$ cat config.mk
export PLATFORM = sky130hd
export DESIGN_NAME = mult_arbiter
export DESIGN_NICKNAME = d
export VERILOG_FILES = /design/src/rtl/mult_arbiter.sv
export SDC_FILE = /design/constraint.sdc
export NUM_CORES = 1
export LEC_CHECK = 0
export ABC_AREA = 1
export ABC_CLOCK_PERIOD_IN_PS = 3400
export CORE_UTILIZATION = 46
export CTS_CLUSTER_DIAMETER = 40
export DETAILED_ROUTE_END_ITERATION = 8
export HOLD_SLACK_MARGIN = 0.05
export PLACE_DENSITY = 0.76
export SLEW_MARGIN = 25
export SYNTH_ARGS = -nofsm -noshare
export SYNTH_HDL_FRONTEND = slang
export SYNTH_SLANG_ARGS = --single-unit
$ cat constraint.sdc
create_clock -name clk -period 3.4 [get_ports clk]
set_input_delay 0.34 -clock clk [delete_from_list [all_inputs] [get_ports clk]]
set_output_delay 0.34 -clock clk [all_outputs]
set_load 0.05 [all_outputs]
$ cat src/rtl/mult_arbiter.sv
// mult_arbiter: shares one signed 4x4 multiplier between two requesters.
// A winner's factors are latched, held for CALC_CYCLES cycles, and the
// product is returned on that port through a valid/take handshake.
// Optional feature macro: MULT_ARB_ROUND_ROBIN_EN selects round-robin
// arbitration; when it is undefined, port 0 has fixed priority.

module four_bit_multiplier (
  input  logic signed [3:0] factor1,
  input  logic signed [3:0] factor2,
  output logic signed [7:0] out
);

  logic signed [7:0] a_ext;
  logic signed [7:0] b_ext;

  assign a_ext = {{4{factor1[3]}}, factor1};
  assign b_ext = {{4{factor2[3]}}, factor2};
  assign out   = a_ext * b_ext;

endmodule

module mult_arbiter #(
  parameter int CALC_CYCLES = 1
) (
  input  logic       clk,
  input  logic       rst,
  input  logic       req0,
  input  logic       req1,
  input  logic [3:0] factor1_0,
  input  logic [3:0] factor2_0,
  input  logic [3:0] factor1_1,
  input  logic [3:0] factor2_1,
  output logic       grant0,
  output logic       grant1,
  output logic       valid0,
  output logic       valid1,
  output logic [7:0] result0,
  output logic [7:0] result1,
  input  logic       take0,
  input  logic       take1,
  output logic       busy
);

  typedef enum logic [1:0] {IDLE, CALC, RESP} state_t;

  localparam logic [3:0] CNT_INIT = 4'(CALC_CYCLES);

  state_t     state;
  state_t     next_state;
  logic [3:0] op_a;
  logic [3:0] op_b;
  logic [3:0] cnt;
  logic       owner;
  logic       winner;
  logic       any_req;
  logic       owner_take;
  logic       owner_valid;
  logic       load;
  logic       capture;
  logic       release_op;
  logic [7:0] product;

`ifdef MULT_ARB_ROUND_ROBIN_EN
  logic       last;
`endif

  four_bit_multiplier u_mult (
    .factor1 (op_a),
    .factor2 (op_b),
    .out     (product)
  );

  assign any_req     = req0 | req1;
  assign owner_take  = owner ? take1 : take0;
  assign owner_valid = owner ? valid1 : valid0;

  // Arbitration: pick the winning port among pending requests.
  always_comb begin
`ifdef MULT_ARB_ROUND_ROBIN_EN
    if (req0 && req1) winner = ~last;
    else              winner = req1;
`else
    winner = ~req0;
`endif
  end

  // State register.
  always_ff @(posedge clk or posedge rst) begin
    if (rst) state <= IDLE;
    else     state <= next_state;
  end

  // Next-state logic.
  always_comb begin
    next_state = state;
    case (state)
      IDLE: if (any_req) next_state = CALC;
      CALC: if (cnt <= 4'd1) next_state = RESP;
      RESP: if (owner_take && owner_valid) next_state = IDLE;
      default: next_state = IDLE;
    endcase
  end

  // Output decode: strobes that steer the datapath registers, plus busy.
  always_comb begin
    load       = (state == IDLE) && any_req;
    capture    = (state == CALC) && (cnt <= 4'd1);
    release_op = (state == RESP) && owner_take && owner_valid;
    busy       = (state != IDLE);
  end

  // Latch the winner's factors and remember which port owns the multiplier.
  always_ff @(posedge clk or posedge rst) begin
    if (rst) begin
      op_a  <= 4'd0;
      op_b  <= 4'd0;
      owner <= 1'b0;
    end else if (load) begin
      op_a  <= winner ? factor1_1 : factor1_0;
      op_b  <= winner ? factor2_1 : factor2_0;
      owner <= winner;
    end
  end

  // One-cycle grant pulse on the edge the factors are latched.
  always_ff @(posedge clk or posedge rst) begin
    if (rst) begin
      grant0 <= 1'b0;
      grant1 <= 1'b0;
    end else begin
      grant0 <= load && !winner;
      grant1 <= load && winner;
    end
  end

  // Settling-window counter: loaded on grant, counts down while in CALC.
  always_ff @(posedge clk or posedge rst) begin
    if (rst) begin
      cnt <= 4'd0;
    end else if (load) begin
      cnt <= CNT_INIT;
    end else if ((state == CALC) && (cnt > 4'd1)) begin
      cnt <= cnt - 4'd1;
    end
  end

  // Capture the product into the owner's result register and hold valid until taken.
  always_ff @(posedge clk or posedge rst) begin
    if (rst) begin
      result0 <= 8'd0;
      result1 <= 8'd0;
      valid0  <= 1'b0;
      valid1  <= 1'b0;
    end else if (capture) begin
      if (owner) begin
        result1 <= product;
        valid1  <= 1'b1;
      end else begin
        result0 <= product;
        valid0  <= 1'b1;
      end
    end else if (release_op) begin
      if (owner) valid1 <= 1'b0;
      else       valid0 <= 1'b0;
    end
  end

`ifdef MULT_ARB_ROUND_ROBIN_EN
  // Remember the most recently served port; reset favours port 0 first.
  always_ff @(posedge clk or posedge rst) begin
    if (rst)             last <= 1'b1;
    else if (release_op) last <= owner;
  end
`endif

endmodule

==> results.yml <==
synthesis:
  syn_inst: 250
  yosysTopAreaCell: "dfrtp_1"
  netlist.area_leader.share_pct: 41.5
  async_flop_share_pct: 100
  synth_area_mm2: 0.00211
  synth_edf_count: 0
  synth_area_leaders: "dfrtp_1 (42%), nand2_1 (16%), fa_1 (8.5%)"
  syn_area_per_cell_um2: 8.43
  synth_seq_cells: 35
  ys_seq_area_share_pct: 41.5
  yosys_warnings: 0
  synth_nets: 295
  synthDistinctLibCells: 26
  ys.flop_type: "dfrtp_1"
job:
  maxCapViolations: 0
finish:
  stdcell_area_mm2: 0.00277
  area_growth_pct: 31.2
  nFillCells: 372
  layout-drive-gt1-share_pct: 14.0
  final_cell_mix: "nand2_1 (90), clkdlybuf4s50_1 (42), dfrtp_1 (35)"
  final_common_cell: "nand2_1"
  post-route-util_pct: 63.1
  layout.nets: 352
  n_antenna_cell: 0
drt:
  ant_nets: 0
  drc: 0
  wl_per_cell_um: 11.3
  vias_per_cell: 4.81
  drtIter0Drc: 54
  drt-total-wl_um: 4070
  dr.pass1.iters: 4
  vias: 1730
timing:
  tightest_slew_ps: 609
  fmax_mhz: 307
  final.setup.tns_ps: 0
  hold_viol: 0
  period_share_pct: 95.8
  slew_headroom_pct: 59.4
  finalSetupViolations: 0
  period_needed_ps: 3260
  slew_violations: 0
  clock_skew_ps: 2.69
floorplan:
  num_io_pins: 43
  fp.dieH_um: 69.7
  dieWidth_um: 69.7
  core_area_mm2: 0.00438
  dieArea_mm2: 0.00486
  rows: 24
  initial_core_util_pct: 48.1
cts:
  clk_path_buf_depth: 2
  clkTransAtPathRegs_ps: 70
  cts_sinks: 35
  htreeDepth: 2
  cts_root_buffer: "clkbuf_8"
  numCtsBuffers: 5
  cts_tree: "done"
  clk-insertion-delay-late_ps: 280
global_routing:
  grt_pass1_vias: 1679
  grt-ovfl-total: 0
  antenna_found_initial: 0
  grt_max_degree: 20
  grt_usage_pct: 18.6
  grt_pass1_wl_um: 7240
place:
  io_buffers: 42
  placed_cell_area_mm2: 0.00258
  dp_hpwl_um: 3080
  gp_congestion: 0.820
worst_setup_path:
  crit_arrival_ps: 3440
  path_cells: "nand2_2 -> fa_1 -> fa_1 -> inv_1 -> fa_1 -> ha_2 -> inv_1 -> fa_2 -> inv_1 -> nand3_2 -> nand3_1 -> nand4_1 -> nand3_1 -> nand2_1"
  slowest_stage: "fa_1"
  critPathKind: "flop to flop"
  max_stage_delay_ps: 510
  worstSetupEndpointType: "flop"
  required_ps: 3580
  setup.worst_path.start_class: "flop"
  cp_max_fo: 5
min_path:
  hold_class: "input pin to async pin"
run_status:
  outcome: "complete, no violations"
==> path summary, 6_finish.rpt <==
| check | from | endpoint | slack [ps] | cells after the start |
|---|---|---|---|---|
| max in group asynchronous | rst | cnt[3] | 2310 | 3 |
| max reg2reg | op_b[2] | result1[7] | 140 | 14 |
| max | op_b[2] | result1[7] | 140 | 14 |
| min in group clk | result1[1] | result1[1] | 470 | 2 |
| min | rst | result1[0] | 420 | 2 |
| min reg2reg | result1[1] | result1[1] | 470 | 2 |
==> cells by family after synthesis <==
| group | Yosys count | synth area share (%) |
|---|---|---|
| simple gates | 126 | 25.3 |
| buf+inv | 42 | 8.19 |
| flops | 35 | 41.5 |
| fa+ha+maj | 23 | 16.9 |
| compound gates | 22 | 7.24 |
| xor+xnor | 2 | 0.831 |
==> through the flow <==
step	setup slack (ps)	hold slack [ps]	std cells
after floorplan	177	460	250
after global placement	107	455	343
after detailed placement	-2.70	459	343
after CTS	17.3	454	352
after global routing	-16.7	488	360
final	144	423	360
==> routing by layer <==
| metal | track usage, % | vias up | wire (µm) |
|---|---|---|---|
| met5 | 0 | - | 0 |
| met4 | 6.00 | 0 | 31 |
| met3 | 3.49 | 4 | 144 |
| met2 | 30.6 | 39 | 2040 |
| met1 | 24.9 | 802 | 1850 |
| li1 | - | 885 | - |
==> final cells by class <==
cell class / instances / area (µm²) / share of cell area (%)
clock buffers: 7 / 96.3 / 3.48
clock inverters: 1 / 7.51 / 0.271
inverters: 40 / 150 / 5.43
multi-input cells: 173 / 1070 / 38.9
flip-flops and latches: 35 / 876 / 31.7
well taps: 52 / 65.1 / 2.35
repair buffers: 52 / 495 / 17.9
==> registers in the layout, indices dropped and copies added, names as in the netlist <==
name     flops
valid1       1
result0      8
grant1       1
grant0       1
state        2
cnt          4
owner        1
op_b         4
op_a         4
valid0       1
result1      8
==> timing repair <==
action	CTS	global route
setup endpoints to repair	2	2
buffers inserted	1	8
hold buffers	0	0
cloned	0	0
resized for setup	0	6
pin swaps	0	5
==> critical path, delay by kind of cell (launching register included) <==
family | cells | cell delay, ps
adder cells (fa/ha/maj) | 5 | 2000
buffers and inverters | 3 | 180
flip-flops | 1 | 430
AND/OR/NAND/NOR | 6 | 530
==> synthesized netlist by cell type, types with 2 or more instances <==
master   instances
nand2_1         92
dfrtp_1         35
inv_1           33
ha_1            14
nand3_1         14
nor2_1          10
fa_1             9
o21ai_0          8
inv_2            6
a21oi_1          4
nor2_4           4
o21ai_2          4
a22oi_1          2
buf_6            2
nor2_2           2
Power is left out: the tool's default activity adds up to more than one toggle a clock period on the data nets, which glitch-free logic cannot reach.
